--- config.mk ---
export PLATFORM = sky130hd
export DESIGN_NAME = alu_decode_exec
export DESIGN_NICKNAME = d
export VERILOG_FILES = /design/src/rtl/alu_decode_exec.sv
export SDC_FILE = /design/constraint.sdc
export NUM_CORES = 1
export LEC_CHECK = 0
export ABC_AREA = 0
export BUFFER_PORTS_ARGS = -buffer_cell sky130_fd_sc_hd__clkbuf_2
export CORE_AREA = 2 2 161 163
export DETAILED_ROUTE_END_ITERATION = 8
export DIE_AREA = 0 0 163 165
export PLACE_DENSITY_LB_ADDON = 0.15
export SYNTH_ARGS = -nofsm -noshare
export SYNTH_HDL_FRONTEND = slang
export SYNTH_SLANG_ARGS = --single-unit
--- constraint.sdc ---
create_clock -name clk -period 8.6 [get_ports clk]
set_input_delay 0.86 -clock clk [delete_from_list [all_inputs] [get_ports clk]]
set_output_delay 0.86 -clock clk [all_outputs]
set_load 0.05 [all_outputs]
--- src/rtl/alu_decode_exec.sv ---
`default_nettype none
// ============================================================================
// Module   : alu_decode_exec
// Brief    : RISC-V style ALU decoder + execute unit with valid/ready handshake.
//            Shifts are single-cycle (FAST_SHIFT=1) or iterative at 1 bit/cycle.
// Revision : 1.0 - initial release
// ============================================================================
module alu_decode_exec #(
    parameter int XLEN       = 32,
    parameter int FAST_SHIFT = 0
) (
    input  logic            clk,
    input  logic            reset,
    input  logic            in_valid,
    output logic            in_ready,
    input  logic [1:0]      alu_op,
    input  logic [2:0]      funct3,
    input  logic            funct7b5,
    input  logic            opb5,
    input  logic [XLEN-1:0] src_a,
    input  logic [XLEN-1:0] src_b,
    output logic            out_valid,
    input  logic            out_ready,
    output logic [XLEN-1:0] result,
    output logic            zero,
    output logic            illegal
);

    localparam int c_SHW = $clog2(XLEN);

    localparam logic [1:0] c_IDLE  = 2'd0;
    localparam logic [1:0] c_SHIFT = 2'd1;
    localparam logic [1:0] c_DONE  = 2'd2;

    localparam logic [1:0] c_SK_SLL = 2'd0;
    localparam logic [1:0] c_SK_SRL = 2'd1;
    localparam logic [1:0] c_SK_SRA = 2'd2;

    logic [1:0]       r_state_q,   w_state_d;
    logic [XLEN-1:0]  r_result_q,  w_result_d;
    logic [c_SHW-1:0] r_cnt_q,     w_cnt_d;
    logic             r_illegal_q, w_illegal_d;
    logic [1:0]       r_kind_q,    w_kind_d;

    logic             w_illegal;
    logic             w_is_shift;
    logic [1:0]       w_kind;
    logic [c_SHW-1:0] w_amt;
    logic [XLEN-1:0]  w_calc;
    logic             w_iterative;

    // Decode the request and compute the single-cycle result (incl. fast shifts)
    always_comb begin
        w_illegal  = 1'b0;
        w_is_shift = 1'b0;
        w_kind     = c_SK_SLL;
        w_amt      = src_b[c_SHW-1:0];
        w_calc     = '0;
        case (alu_op)
            2'b00: w_calc = src_a + src_b;
            2'b01: w_calc = src_a - src_b;
            2'b10: begin
                case (funct3)
                    3'b000: w_calc = (funct7b5 && opb5) ? (src_a - src_b) : (src_a + src_b);
                    3'b001: begin
                        if (funct7b5) begin
                            w_illegal = 1'b1;
                        end else begin
                            w_is_shift = 1'b1;
                            w_kind     = c_SK_SLL;
                            w_calc     = src_a << w_amt;
                        end
                    end
                    3'b010: w_calc = {{(XLEN-1){1'b0}}, ($signed(src_a) < $signed(src_b))};
                    3'b011: w_calc = {{(XLEN-1){1'b0}}, (src_a < src_b)};
                    3'b100: w_calc = src_a ^ src_b;
                    3'b101: begin
                        w_is_shift = 1'b1;
                        if (funct7b5) begin
                            w_kind = c_SK_SRA;
                            w_calc = $signed(src_a) >>> w_amt;
                        end else begin
                            w_kind = c_SK_SRL;
                            w_calc = src_a >> w_amt;
                        end
                    end
                    3'b110: w_calc = src_a | src_b;
                    default: w_calc = src_a & src_b;
                endcase
            end
            default: w_illegal = 1'b1;
        endcase
    end

    // Only nonzero shifts in the iterative build take the multi-cycle path;
    // a zero-amount shift already has its answer (src_a) in w_calc.
    assign w_iterative = w_is_shift && (FAST_SHIFT == 0) && (w_amt != '0);

    // Next-state logic: accept in IDLE, shift one bit per cycle, hold in DONE
    always_comb begin
        w_state_d   = r_state_q;
        w_result_d  = r_result_q;
        w_cnt_d     = r_cnt_q;
        w_illegal_d = r_illegal_q;
        w_kind_d    = r_kind_q;
        case (r_state_q)
            c_IDLE: begin
                if (in_valid) begin
                    w_illegal_d = w_illegal;
                    w_kind_d    = w_kind;
                    if (w_iterative) begin
                        w_state_d  = c_SHIFT;
                        w_result_d = src_a;
                        w_cnt_d    = w_amt;
                    end else begin
                        w_state_d  = c_DONE;
                        w_result_d = w_calc;
                        w_cnt_d    = '0;
                    end
                end
            end
            c_SHIFT: begin
                case (r_kind_q)
                    c_SK_SLL: w_result_d = {r_result_q[XLEN-2:0], 1'b0};
                    c_SK_SRL: w_result_d = {1'b0, r_result_q[XLEN-1:1]};
                    default:  w_result_d = {r_result_q[XLEN-1], r_result_q[XLEN-1:1]};
                endcase
                w_cnt_d = r_cnt_q - c_SHW'(1);
                if (r_cnt_q == c_SHW'(1)) begin
                    w_state_d = c_DONE;
                end
            end
            c_DONE: begin
                if (out_ready) begin
                    w_state_d = c_IDLE;
                end
            end
            default: w_state_d = c_IDLE;
        endcase
    end

    // State registers; reset aborts any operation in flight
    always_ff @(posedge clk) begin
        if (reset) begin
            r_state_q   <= c_IDLE;
            r_result_q  <= '0;
            r_cnt_q     <= '0;
            r_illegal_q <= 1'b0;
            r_kind_q    <= c_SK_SLL;
        end else begin
            r_state_q   <= w_state_d;
            r_result_q  <= w_result_d;
            r_cnt_q     <= w_cnt_d;
            r_illegal_q <= w_illegal_d;
            r_kind_q    <= w_kind_d;
        end
    end

    assign in_ready  = (r_state_q == c_IDLE);
    assign out_valid = (r_state_q == c_DONE);
    assign result    = r_result_q;
    assign zero      = (r_result_q == '0);
    assign illegal   = r_illegal_q;

endmodule
`default_nettype wire

==> impl_metrics.yaml, run 1 <==
outcome:
  status: "finished, final reports clean"
placement:
  hpwl_mm: 46.27
  portBuffers: 110
  place_congestion: 1.032
  post-place-cells: 2084
floorplan:
  pin_count: 111
  die_area_mm2: 0.02690
  fp-row-count: 58
  die_h_um: 165
  start_util: 0.4929
  die_w_um: 163
  design.core.area_mm2: 0.02504
final_layout:
  area_delta_synth_final_pct: 6.195
  final_common_cell: "nor2_1"
  diodes: 0
  final_util: 0.5234
  fin_cells: 2092
  fill_cells: 2568
  final_cell_mix: "211 x nor2_1, 202 x a21oi_1, 137 x nand2_1, 134 x o21ai_0, 108 x clkbuf_2"
  drive_gt1_frac: 0.1459
  nets: 1937
timing:
  post-route-period-util: 0.6065
  setup-violations-final: 0
  min_period_ps: 5216
  slew_headroom: 0.2207
  final_max_slew_viol_count: 0
  rsz0062_at_grt: "no"
  finalSetupTns_ps: 0
  tightest_slew_ps: 1160
  hold_viol: 0
  max_freq_mhz: 191.7
  fin_skew_ps: 12.31
power_and_ir_drop:
  p_per_area_mw_per_mm2: 107.5
  leakage_nw: 5.241
  vdd_ir_drop_max_uv: 63.07
logic_synthesis:
  syn-instance-count: 1760
  synth_edf_count: 0
  synth.distinct_cells: 87
  seq_area_frac_synth: 0.06813
  ys_seq_elements: 42
  postSynthAreaPerCell_um2: 7.012
  synth_nets: 1936
  ys.flop_type: "dfxtp_1"
  ys_async_sr_fraction: 0
  yosys_warnings: 0
  syn-cell-area_mm2: 0.01234
critical_path:
  cp.required_ps: 8790
  rr_startpoint: "r_state_q[1]"
  cp-end-kind: "flip-flop"
  ff2ff_path_depth: 6
  reg2reg_slack_ps: 5870
  timing.rr.end: "result[28]"
  setup.worst_path.class: "primary input to flip-flop"
  critPathMaxFanout: 56
  worst_setup_path_start_kind: "primary input"
  cp.arrival_ps: 5400
detailed_routing:
  routed_wirelength_mm: 61.18
  num_vias: 15170
  drt-initial-drc-count: 2200
  post_drt_wl_per_cell_um: 29.25
  ant_nets: 0
  drc_errors: 0
  firstDrtPassIters: 6
  vias_per_cell: 7.253
global_route:
  grt_first_pass_wirelength_mm: 88.55
  grt_use_total: 0.4445
  grt_pass1_vias: 13450
  grt_max_degree: 76
  antenna_found_initial: 1
  gr-total-overflow: 0
min_path:
  hold_path_depth: 2
  worstHoldPathType: "flip-flop to flip-flop"
  min_to: "illegal"
  worst_hold_startpoint: "illegal"
clocking:
  clock-sinks: 42
  cts.repair.resized: 0
  cts_buffer_depth: 2
  post_cts_buffers: 0
  clock_latency_ps: 310
  cts_root_buffer: "clkbuf_16"
  cts_made_buffers: 5
  cts_tree: "yes"
  cts_hold_buf: 0
  htreeDepth: 2
  cts.clk_slew.worst_paths_ps: 80
job:
  max_cap_violations: 0
## sequential cells by signal, indices dropped and copies added, names as in the netlist
signal     cells
illegal        1
r_cnt_q        5
r_state_q      2
result        32
r_kind_q       2
## through the flow
step / instance area, um2 / worst slack [ps] / hold slack, ps / total power [mW]
3_3_place_gp: 12950 / 3417 / 470.4 / 1.149
3_5_place_dp: 12950 / 3304 / 481.2 / 1.151
4_1_cts: 13110 / 3623 / 497.3 / 1.367
2_1_floorplan: 12340 / 4211 / 462.0 / 0.8582
5_1_grt: 13110 / 3172 / 515.8 / 1.461
6_report: 13110 / 3384 / 499.7 / 1.409
## critical path, cell delays in order
cell and delay (ps):
clkbuf_2 90, buf_4 470, inv_1 540, ha_1 670
nor3_1 110, o21ai_1 240, a31oi_1 280, a311oi_1 830
o21ai_1 370, a2111o_1 460, and3_1 180, o21ai_0 170
a31oi_1 100
## cell usage after synthesis, types with 14 or more instances
cell | n | area share
o21ai_0 | 134 | 0.054
mux2i_1 | 54 | 0.044
buf_1 | 19 | 0.0058
clkbuf_1 | 91 | 0.028
dfxtp_1 | 42 | 0.068
a211oi_1 | 41 | 0.025
a221oi_1 | 21 | 0.015
nor2b_1 | 22 | 0.011
mux4_2 | 65 | 0.12
ha_1 | 99 | 0.10
nor3_1 | 58 | 0.024
nor2_1 | 212 | 0.064
nand3_1 | 25 | 0.010
o211ai_1 | 26 | 0.016
nand2_1 | 137 | 0.042
o31ai_1 | 15 | 0.0091
a21oi_1 | 202 | 0.082
nand2b_1 | 14 | 0.0071
mux2_2 | 14 | 0.013
buf_2 | 35 | 0.014
a31oi_1 | 32 | 0.016
a21o_1 | 20 | 0.012
nor4_1 | 16 | 0.0081
xnor2_1 | 42 | 0.030
inv_1 | 101 | 0.031
## worst max path at each step
stage | start | to | cells after the start
after floorplan | src_b[3] | result[0] | 16
after global placement | src_b[4] | result[30] | 13
after detailed placement | src_b[4] | result[30] | 13
after CTS | src_b[4] | result[30] | 13
after global routing | src_b[4] | result[30] | 13
final | src_b[4] | result[30] | 13
## cell type report
cell class / count / area (um2) / area share
clock inverter: 3 / 28.78 / 0.002196
clock buffer: 5 / 125.1 / 0.009547
timing repair buffer: 141 / 788.3 / 0.06015
sequential: 42 / 840.8 / 0.06416
tap: 330 / 412.9 / 0.03151
inverter: 104 / 390.4 / 0.02979
multi-input combinational: 1467 / 10520 / 0.8026
## layer usage
metal,global-route usage,routed length (um),up-vias
met1,0.6013,24410,7248
met3,0.1062,7787,197
li1,-,-,6549
met2,0.6628,25310,1179
met4,0.2156,3682,0
met5,0,0,-
## report_power, final
| group | leakage [nW] | switching, mW | internal [mW] |
|---|---|---|---|
| logic | 4.82 | 0.629 | 0.314 |
| registers | 0.346 | 0.0370 | 0.211 |
| clock network | 0.0763 | 0.106 | 0.112 |
| total | 5.24 | 0.772 | 0.637 |
## kinds of logic after synthesis
group | after synthesis | synth area share
buf+inv | 251 | 0.08050
mux | 133 | 0.1752
simple gates | 548 | 0.2009
flops | 42 | 0.06813
xor+xnor | 47 | 0.03336
compound gates | 638 | 0.3383
fa+ha+maj | 101 | 0.1036
Power figures use the tool's default switching activity.
==> run 2: changes to the inputs <==
==> constraint.sdc (replaced) <==
create_clock -name clk -period 5.4 [get_ports clk]
set_input_delay 0.54 -clock clk [delete_from_list [all_inputs] [get_ports clk]]
set_output_delay 0.54 -clock clk [all_outputs]
set_load 0.05 [all_outputs]
==> run 2 against run 1 <==
  * Worst setup slack worse by 2200 ps
  * Die area unchanged
  * Combinational power increased by 61%
  * Cell count rose by 0.96%
  * Worst hold slack worse by 1.9 ps
  * Largest cell class unchanged
  * Largest power group unchanged
  * Global-route usage is 2.0 points higher
  * Core utilization grew 0.74 points
  * Flip-flop and latch count stayed put
==> impl_metrics.yaml, run 2 (synthesis gave the netlist of run 1 again) <==
outcome:
  status: "finished, final reports clean"
final_layout:
  design_area_mm2: 0.01329
  drive_gt1_frac: 0.1550
  nets: 1956
  multi_input_area_mm2: 0.01052
  area_delta_synth_final_pct: 7.695
  fill_cells: 2577
  seqCellArea_um2: 840.8
  largest_reg_flops: 32
  final_common_cell: "nor2_1"
  final_util: 0.5308
  final_cell_mix: "210 x nor2_1, 202 x a21oi_1, 137 x nand2_1, 134 x o21ai_0, 108 x clkbuf_2"
placement:
  placedInstanceArea_mm2: 0.01309
  place_congestion: 1.066
  hpwl_mm: 47.92
  place_ws_ps: 1098
  portBuffers: 110
detailed_routing:
  ant_nets: 0
  num_vias: 15290
  firstDrtPassIters: 8
  drc_errors: 0
  post_drt_wl_per_cell_um: 29.94
  drt-initial-drc-count: 2539
  routed_wirelength_mm: 63.24
  vias_per_cell: 7.241
floorplan:
  fp-row-count: 58
  pin_count: 111
  die_w_um: 163
  die_h_um: 165
  die_area_mm2: 0.02690
  design.core.area_mm2: 0.02504
  start_util: 0.4929
timing:
  tightest_slew_ps: 1081
  min_period_ps: 4178
  setup-violations-final: 0
  fin_skew_ps: 10.96
  post-route-period-util: 0.7736
  finalSetupTns_ps: 0
  fin_ws_ps: 1222
  hold_viol: 0
  slew_headroom: 0.2736
  final_max_slew_viol_count: 0
  max_freq_mhz: 239.4
  rsz0062_at_grt: "no"
critical_path:
  crit_slowest_cell: "o41ai_2"
  setup.worst_path.class: "primary input to flip-flop"
  cp.required_ps: 5610
  path_cells: "buf_4, clkinv_1, ha_1, a21o_1, nand4_1, a211o_1, a21boi_2, o21ai_1, o41ai_2, a21oi_1, mux2_2, o211ai_1, a41o_1"
  cp_top_family: "compound AO/OA/AOI/OAI gates"
  worst_setup_path_start_kind: "primary input"
  cp-end-kind: "flip-flop"
  slowest_delay_ps: 660
  cp.arrival_ps: 4390
  critPathMaxFanout: 31
  cp_num_buf_inv: 2
power_and_ir_drop:
  vdd_ir_drop_max_uv: 120.2
  power_mw: 2.347
  p_per_area_mw_per_mm2: 176.6
  leakage_nw: 5.348
global_route:
  grt_pass1_vias: 13770
  grt_first_pass_wirelength_mm: 92.09
  grt_max_degree: 57
  gr-total-overflow: 0
  grt_use_total: 0.4643
  antenna_found_initial: 3
clocking:
  clock-sinks: 42
  cts_tree: "yes"
  cts.clk_slew.worst_paths_ps: 70
  cts_root_buffer: "clkbuf_16"
  post_cts_buffers: 0
  cts_made_buffers: 5
  htreeDepth: 2
  cts.repair.resized: 0
  cts_buffer_depth: 2
  cts_hold_buf: 0
  clock_latency_ps: 310
min_path:
  worstHoldPathType: "flip-flop to flip-flop"
job:
  max_cap_violations: 0
## run 2: path summary, 6_finish.rpt
path                 from          to  slack (ps)  depth (start not counted)
max              src_b[1]  result[31]        1220                         13
max reg2reg  r_state_q[1]   result[7]        2750                          8
min            r_cnt_q[4]  r_cnt_q[4]         500                          2
min reg2reg    r_cnt_q[4]  r_cnt_q[4]         500                          2
## run 2: report_power, final
part           leakage (nW)  internal (mW)  total (mW)  switching, mW
clock network        0.0940          0.267       0.427          0.161
logic                  4.91          0.510        1.52           1.01
registers             0.346          0.336       0.400         0.0642
total                  5.35           1.11        2.35           1.23
## run 2: tightest hold or removal path: cells and delay by family (launching register included)
family	cells	cell delay, ps
flops	1	320
compound gates	1	60
buf+inv	1	70
## run 2: cell type report
class / count / area share
timing repair buffer: 160 / 0.07004
inverter: 104 / 0.02937
multi-input combinational: 1467 / 0.7915
sequential: 42 / 0.06327
antenna: 1 / 0.0001883
clock buffer: 5 / 0.009414
tap: 330 / 0.03107
clock inverter: 3 / 0.005178
## run 2: metrics by stage
| stage | cells | hold WS, ps |
|---|---|---|
| 3_5_place_dp | 2103 | 483.9 |
| 5_1_grt | 2111 | 526.1 |
| 2_1_floorplan | 1760 | 462.0 |
| 6_report | 2112 | 497.8 |
| 3_3_place_gp | 2103 | 468.1 |
| 4_1_cts | 2111 | 499.3 |
## run 2: layer usage
metal | vias up | global-route usage | wire, um
li1 | 6599 | - | -
met1 | 7196 | 0.6126 | 23750
met2 | 1243 | 0.6668 | 25550
met3 | 252 | 0.1220 | 8588
met4 | 4 | 0.3021 | 5333
met5 | - | 0 | 21
